### src/rtl/alu_seq_core.sv
// Sequential ALU: single-cycle ADD/SUB/logic ops and a WIDTH-cycle shift-add multiplier behind a valid/ready pair.
// Optional ALU_SEQ_FLAGS_EN macro adds registered zero_flag and ovf_flag outputs.
module alu_seq_core #(
   parameter int WIDTH = 8
) (
   input  logic                 clk,
   input  logic                 rst,
   input  logic                 in_valid,
   output logic                 in_ready,
   input  logic [2:0]           op,
   input  logic [WIDTH-1:0]     a,
   input  logic [WIDTH-1:0]     b,
   output logic                 out_valid,
   input  logic                 out_ready,
   output logic [2*WIDTH-1:0]   result,
   output logic                 out_err,
`ifdef ALU_SEQ_FLAGS_EN
   output logic                 zero_flag,
   output logic                 ovf_flag,
`endif
   output logic                 busy
);

   localparam int CW = $clog2(WIDTH + 1);
   localparam logic [CW-1:0] LAST = CW'(WIDTH);

   typedef enum logic [2:0] {
      OP_ADD = 3'b000,
      OP_XOR = 3'b001,
      OP_MUL = 3'b010,
      OP_AND = 3'b011,
      OP_SUB = 3'b100,
      OP_OR  = 3'b101
   } op_e;

   typedef enum logic {S_IDLE, S_MUL} state_e;

   state_e               r_state;
   state_e               w_next;
   logic [CW-1:0]        r_cnt;
   logic [2*WIDTH-1:0]   r_mcand;
   logic [2*WIDTH-1:0]   r_acc;
   logic [WIDTH-1:0]     r_mplier;
   logic                 r_out_valid;
   logic                 r_out_err;
   logic [2*WIDTH-1:0]   r_result;

   logic                 w_slot_free;
   logic                 w_in_xfer;
   logic                 w_is_mul;
   logic                 w_mul_done;
   logic [WIDTH:0]       w_sum;
   logic [WIDTH:0]       w_diff;
   logic [2*WIDTH-1:0]   w_alu_res;
   logic                 w_alu_err;

   assign w_slot_free = !r_out_valid || out_ready;
   assign in_ready    = (r_state == S_IDLE) && !rst && w_slot_free;
   assign w_in_xfer   = in_valid && in_ready;
   assign w_is_mul    = (op == OP_MUL);
   // The product sits in r_acc once all iterations ran; it waits there until the output slot frees.
   assign w_mul_done  = (r_state == S_MUL) && (r_cnt == LAST) && w_slot_free;

   assign w_sum  = {1'b0, a} + {1'b0, b};
   assign w_diff = {1'b0, a} - {1'b0, b};

   assign out_valid = r_out_valid;
   assign result    = r_result;
   assign out_err   = r_out_err;
   assign busy      = (r_state == S_MUL);

   always_comb begin
      // NOTE: every combinational output gets a default first so no path leaves it unassigned (no latch).
      w_alu_res = '0;
      w_alu_err = 1'b0;
      case (op)
         OP_ADD:  w_alu_res = {{(WIDTH-1){1'b0}}, w_sum};
         OP_SUB:  w_alu_res = {{(WIDTH-1){1'b0}}, w_diff};
         OP_XOR:  w_alu_res = {{WIDTH{1'b0}}, a ^ b};
         OP_AND:  w_alu_res = {{WIDTH{1'b0}}, a & b};
         OP_OR:   w_alu_res = {{WIDTH{1'b0}}, a | b};
         OP_MUL:  w_alu_res = '0;
         default: w_alu_err = 1'b1;
      endcase
   end

   always_ff @(posedge clk) begin
      if (rst) r_state <= S_IDLE;
      else     r_state <= w_next;
   end

   always_comb begin
      w_next = r_state;
      case (r_state)
         S_IDLE:  if (w_in_xfer && w_is_mul) w_next = S_MUL;
         S_MUL:   if (w_mul_done) w_next = S_IDLE;
         default: w_next = S_IDLE;
      endcase
   end

   // NOTE: sequential state uses non-blocking assignments so every register samples pre-edge values.
   always_ff @(posedge clk) begin
      if (rst) begin
         r_cnt       <= '0;
         r_mcand     <= '0;
         r_mplier    <= '0;
         r_acc       <= '0;
         r_out_valid <= 1'b0;
         r_out_err   <= 1'b0;
         r_result    <= '0;
      end else begin
         if (w_in_xfer && w_is_mul) begin
            r_mcand  <= {{WIDTH{1'b0}}, a};
            r_mplier <= b;
            r_acc    <= '0;
            r_cnt    <= '0;
         end else if (r_state == S_MUL && r_cnt != LAST) begin
            if (r_mplier[0]) r_acc <= r_acc + r_mcand;
            r_mcand  <= r_mcand << 1;
            r_mplier <= r_mplier >> 1;
            r_cnt    <= r_cnt + CW'(1);
         end

         if (w_in_xfer && !w_is_mul) begin
            r_result    <= w_alu_res;
            r_out_err   <= w_alu_err;
            r_out_valid <= 1'b1;
         end else if (w_mul_done) begin
            r_result    <= r_acc;
            r_out_err   <= 1'b0;
            r_out_valid <= 1'b1;
         end else if (r_out_valid && out_ready) begin
            r_out_valid <= 1'b0;
         end
      end
   end

`ifdef ALU_SEQ_FLAGS_EN
   logic w_alu_ovf;
   logic r_zero_flag;
   logic r_ovf_flag;

   // Signed overflow: operands agree in sign (ADD) or differ (SUB) and the result sign flips.
   always_comb begin
      w_alu_ovf = 1'b0;
      if (op == OP_ADD)
         w_alu_ovf = (a[WIDTH-1] == b[WIDTH-1]) && (w_sum[WIDTH-1] != a[WIDTH-1]);
      else if (op == OP_SUB)
         w_alu_ovf = (a[WIDTH-1] != b[WIDTH-1]) && (w_diff[WIDTH-1] != a[WIDTH-1]);
   end

   always_ff @(posedge clk) begin
      if (rst) begin
         r_zero_flag <= 1'b0;
         r_ovf_flag  <= 1'b0;
      end else if (w_in_xfer && !w_is_mul) begin
         r_zero_flag <= (w_alu_res == '0);
         r_ovf_flag  <= w_alu_ovf;
      end else if (w_mul_done) begin
         r_zero_flag <= (r_acc == '0);
         r_ovf_flag  <= 1'b0;
      end
   end

   assign zero_flag = r_zero_flag;
   assign ovf_flag  = r_ovf_flag;
`endif

endmodule

### config.mk
export PLATFORM = sky130hd
export DESIGN_NAME = alu_seq_core
export DESIGN_NICKNAME = d
export VERILOG_FILES = /design/src/rtl/alu_seq_core.sv
export SDC_FILE = /design/constraint.sdc
export NUM_CORES = 1
export LEC_CHECK = 0
export BUFFER_PORTS_ARGS = -buffer_cell sky130_fd_sc_hd__buf_4
export CAP_MARGIN = 20
export CORE_MARGIN = 2
export CORE_UTILIZATION = 33
export DETAILED_ROUTE_END_ITERATION = 6
export SLEW_MARGIN = 10
export SYNTH_ARGS = -nofsm -noshare
export SYNTH_HDL_FRONTEND = slang
export SYNTH_SLANG_ARGS = --single-unit
### constraint.sdc
create_clock -name clk -period 3.2 [get_ports clk]
set_input_delay 0.48 -clock clk [delete_from_list [all_inputs] [get_ports clk]]
set_output_delay 0.48 -clock clk [all_outputs]
set_load 0.01 [all_outputs]
Word-level counts from Yosys, hierarchy flattened

Index checks and enable logic that the tools add are counted.

Input bits: 23
Bits in registers: 63
Memories kept: 0
Bits in read-only memories: 0
Memory bits (writable): 0
Word-level logic and storage cells: 60
Output and inout port bits: 20
Latch bits: 0

Shift operators: 0
$mul: 0
Div/mod/pow operators: 0
Equal/unequal tests: 7
Bitwise operators: 4
Reduce and logical (&&, ||, !) cells: 20
Multiplexer cells: 16
$lt $le $gt $ge: 0
$add $sub $neg: 4

Operators with widths:

| cell                  | number |
|---|---|
| $pmux W9 S5           | 1 |
| $mux W16              | 2 |
| $mux W8               | 4 |
| $add A16 B16 Y16      | 1 |
| $add A8 B8 Y9         | 1 |
| $logic_and A1 B1 Y1   | 9 |
| $sub A8 B8 Y9         | 1 |
| $and A8 B8 Y8         | 1 |
| $mux W1               | 8 |
| $or A8 B8 Y8          | 1 |
| $xor A8 B8 Y8         | 1 |
| $eq A3 B2 Y1 const B  | 2 |
| $eq A3 B3 Y1 const B  | 2 |
| $reduce_or A6 Y1      | 1 |
| $add A4 B1 Y4 const B | 1 |
| $eq A4 B4 Y1 const B  | 1 |
| $ne A4 B4 Y1 const B  | 1 |
| $reduce_bool A2 Y1    | 2 |
| $eq A3 B1 Y1 const B  | 1 |
| $logic_not A1 Y1      | 3 |
| $logic_not A3 Y1      | 1 |
| $reduce_bool A3 Y1    | 1 |
| $pmux W1 S2           | 1 |
| $reduce_and A2 Y1     | 1 |
| 3 further kinds       | 3 |

Depth between registers and ports, before layout

Word-level depth: 7
Mapped depth: 13
Mapped depth without buffers: 12

Least setup slack after synthesis

OpenSTA, ideal clock, no wires.

Path type: input-to-reg
Start point: in op[1]
End point: reg r_result[8], in the netlist result[8]
Setup slack: 0.267 ns
Arrival: 2.858 ns
Stages on the path: 12
Required time: 3.125 ns
Path through: clkbuf_1 -> nor2_1 -> nand2_1 -> mux2i_1 -> fa_1 -> a21o_1 -> a21oi_2 -> o21bai_2 -> a2111oi_2 -> nor2_1 -> xor2_1 -> o22ai_1

Cells in the longest elaborated chain, start to end: 4
Elaborated cells on any way between the ends: 11
Those cells by class: eq/ne: 5; mux: 2; reduce/logical: 4

RTL lines:

| item                                                             | line | RTL |
|---|---|---|
| start: declaration                                               | 10   | `input logic [2:0] op,` |
| parallel branches: the longest is 4 deep, another holds $mux W16 | n/a  |  |
| end signal: assignment                                           | 125  | `r_result <= w_alu_res;` |
| end signal: assignment                                           | 129  | `r_result <= r_acc;` |
| end: declaration                                                 | 46   | `logic [2*WIDTH-1:0] r_result;` |

Parallel ways; which one is timed is not known.
A chain may end at the register's enable or synchronous reset.

Worst setup path in the final report

Start point: in op[0]
End point: reg r_result[8], in the netlist result[8]

Same word-level chain as after synthesis.

==> flow_summary.yaml <==
final_layout:
  final_nets: 624
  final_cell_mix: "97 x sky130_fd_sc_hd__nand2_1, 63 x sky130_fd_sc_hd__dfxtp_1, 49 x sky130_fd_sc_hd__buf_4"
  layout.filler_cells: 1285
  post_route_cell_area_um2: 4960
  layout.cells.most_common: "sky130_fd_sc_hd__nand2_1"
  antenna_cells: 0
  register_area_um2: 1260
  multi_input_area_um2: 2730
  final_layout_size_suffix_gt1_share_pct: 17.1
  synthesis_to_finish_area_growth_pct: 17.9
clock_tree:
  clock_transition_time_at_the_flip_flop_clock_pins_of_the_worst_setup_and_hold_paths_ps: 50
  ctsHoldBuffers: 0
  number_of_buffers_inserted_by_post_cts_setup_repair: 0
  cts.sink_count: 63
  cts_root_buffer: "sky130_fd_sc_hd__clkbuf_16"
  clock_network_latency_to_the_later_pin_of_the_worst_skew_pair_ps: 340
  cts.htree.levels: 3
  ctsResizeCount: 0
  cts_made_buffers: 9
  tritoncts_clock_tree: "built"
  cts-root-to-sink-buffers: 2
setup_path:
  timing.critical_path.arrival_ps: 2880
  max_stage_delay_ps: 450
  r2r.worst_path.cells: 10
  cp.required_ps: 3460
  path_delay_family: "compound AO/OA/AOI/OAI gates"
  worstReg2RegStart: "r_acc[0]"
  crit_path_frequent_cell: "sky130_fd_sc_hd__nor2_1"
  timing.critical_path.fanout_max: 13
  cell_by_cell_trace_of_the_critical_path: "buf_4 > nor2_1 > nand2_1 > mux2i_1 > fa_1 > a21o_1 > a21oi_2 > o21bai_2 > a2111oi_2 > nor2_1 > xor2_1 > o22ai_1"
  crit_path_start_kind: "primary input"
  worstSetupEndpointType: "flip-flop"
  crit_buf_inv: 1
  rr_endpoint: "r_acc[12]"
  timing.critical_path.slowest_stage_cell: "sky130_fd_sc_hd__fa_1"
  worst-setup-path-type: "primary input to flip-flop"
  worst-r2r-setup-slack_ps: 760
floorplanning:
  num_rows: 41
  initial_core_utilization_pct: 33.6
  width_of_the_die_um: 117
  core_region_area_um2: 12500
  die_area_um2: 13700
  floorplan.die.height_um: 117
  top_level_ports: 43
detailed_routing:
  drtAntennaViolNets: 0
  met2RoutedLength_mm: 4.76
  post_drt_wl_per_cell_um: 14.3
  dr.max_layer_used: "met4"
  met3RoutedLength_um: 450
  routedLengthMet1_mm: 5.18
  vias: 3725
  routed_via_density: 5.07
  remaining_drc_errors: 0
  drt_first_pass_iters: 5
  dr.first_iter.drc_count: 239
  totalWireLength_mm: 10.5
grt:
  grt_first_pass_wirelength_mm: 17.2
  antenna_found_initial: 0
  grt_pass1_vias: 3494
  largest_net_degree_at_the_start_of_global_routing: 25
  gr-usage-all-layers_pct: 16.0
  global_route.overflow_total: 0
worst_hold_path:
  whs_endpoint: "r_mcand[0]"
  timing.hold.worst.class: "primary input to flip-flop"
  timing.hold.worst.start: "a[0]"
  worstHoldPathCells: 3
synthesis:
  synth-seq-cells: 63
  yosys.cell_types.count: 62
  synth.cell_area_um2: 4210
  synth_flop_cell: "sky130_fd_sc_hd__dfxtp_1"
  synth-async-reset-ratio_pct: 0
  synthesis.nets: 587
  syn_inst: 520
  avgSynthCellArea_um2: 8.09
  yosysSeqAreaShare_pct: 30.0
  yosys_warnings: 0
  synth-edff-count: 0
timing:
  post-route-period-util_pct: 81.6
  finalSetupTns_ps: 0
  fin_worst_skew_ps: 7.00
  timing_worst_slew_pin_value_ps: 694
  worst_slack_ps: 589
  count_of_final_max_slew_check_failures: 0
  relSlewSlack_pct: 53.6
  hold_viol_final: 0
  timing.fmax_mhz: 383
  setup_violations: 0
  timing.final.crit_period_ps: 2610
  rsz0062_at_grt: "false"
power_and_ir_drop:
  power.density_nw_per_um2: 416
  p_leak_uw: 0.00207
  power.sequential.fraction_pct: 39.1
  p_int_uw: 1530
  combPwrFrac_pct: 14.7
  power.clock.fraction_pct: 46.2
  sw_frac_of_total_pct: 25.9
  ir_drop_mv: 0.275
  power_switching_uw: 535
place:
  dpl_worst_slack_ps: 256
  port_buffers: 42
  hpwlAfterDp_mm: 7.99
  placement.cell_area_um2: 4670
  globalplace.congestion: 0.825
run:
  drv_cap: 0
status:
  status: "finished clean"
==> Yosys cell counts (9+ instances only) <==
master,count,area (um2)
sky130_fd_sc_hd__inv_1,25,93.8
sky130_fd_sc_hd__nor2_1,43,161
sky130_fd_sc_hd__clkbuf_1,9,33.8
sky130_fd_sc_hd__ha_1,42,526
sky130_fd_sc_hd__a21oi_1,47,235
sky130_fd_sc_hd__xnor2_1,14,123
sky130_fd_sc_hd__mux2i_1,10,100
sky130_fd_sc_hd__o22ai_1,12,75.1
sky130_fd_sc_hd__nand2_1,97,364
sky130_fd_sc_hd__dfxtp_1,63,1260
sky130_fd_sc_hd__o21ai_0,13,65.1
==> metrics by stage <==
stage / hold slack (ps) / cells / utilization (%) / total power, uW
4_1_cts: 428 / 734 / 39.6 / 2080
2_1_floorplan: 436 / 520 / - / 1020
6_report: 428 / 734 / 39.6 / 2070
3_5_place_dp: 447 / 718 / 37.3 / 1130
3_3_place_gp: 443 / 718 / 37.3 / 1120
5_1_grt: 455 / 734 / 39.6 / 2150
==> worst reg2reg max path, stage by stage (launching register included) <==
cell and delay, ps:
sky130_fd_sc_hd__dfxtp_1 400, sky130_fd_sc_hd__ha_1 250, sky130_fd_sc_hd__inv_1 70, sky130_fd_sc_hd__fa_1 420, sky130_fd_sc_hd__nor2b_4 160, sky130_fd_sc_hd__o2111ai_1 170, sky130_fd_sc_hd__a21o_1 230, sky130_fd_sc_hd__a21oi_2 160
sky130_fd_sc_hd__o211ai_1 140, sky130_fd_sc_hd__and3b_1 200, sky130_fd_sc_hd__o31ai_1 170
==> flip-flops by register name (all words and copies together) (netlist names) <==
name / flops
r_mplier: 8
r_mcand: 16
out_valid: 1
out_err: 1
result: 16
r_cnt: 4
r_acc: 16
busy: 1
==> how the worst max path moves through the flow <==
stage	startpoint	endpoint	slack, ps	cells after the start
after global placement	op[0]	result[8]	310	12
final	op[0]	result[8]	590	12
after floorplan	op[1]	result[8]	270	12
after CTS	op[0]	result[8]	590	12
after global routing	op[0]	result[8]	420	12
after detailed placement	op[0]	result[8]	260	12
==> final cells by class <==
class | instances | area share, %
multi-input combinational | 408 | 55.0
sequential | 63 | 25.4
timing repair buffer | 49 | 7.41
clock buffer | 10 | 4.61
tap | 172 | 4.34
inverter | 26 | 1.97
clock inverter | 6 | 1.24
==> power groups by stage <==
stage,sequential [uW],combinational (uW),clock (uW)
after floorplan,828,197,0
after global placement,825,297,0
after detailed placement,825,300,0
after CTS,809,302,969
after global routing,810,334,1000
final,809,303,954
==> metal layers <==
metal,track usage [%],vias to the layer above
met5,0,-
li1,-,1889
met1,22.3,1754
met4,4.94,0
met3,2.32,10
met2,25.6,72
==> cell families after synthesis <==
| logic type | count (synthesis) | share of synthesized area [%] |
|---|---|---|
| AND/OR/NAND/NOR | 189 | 20.2 |
| AO/OA/AOI/OAI | 143 | 24.2 |
| flip-flops | 63 | 30.0 |
| buffers and inverters | 49 | 5.14 |
| adder cells (fa/ha/maj) | 44 | 13.4 |
| XOR/XNOR | 22 | 4.58 |
| multiplexers | 10 | 2.38 |
Note: power is estimated with default switching activity, not from simulation.
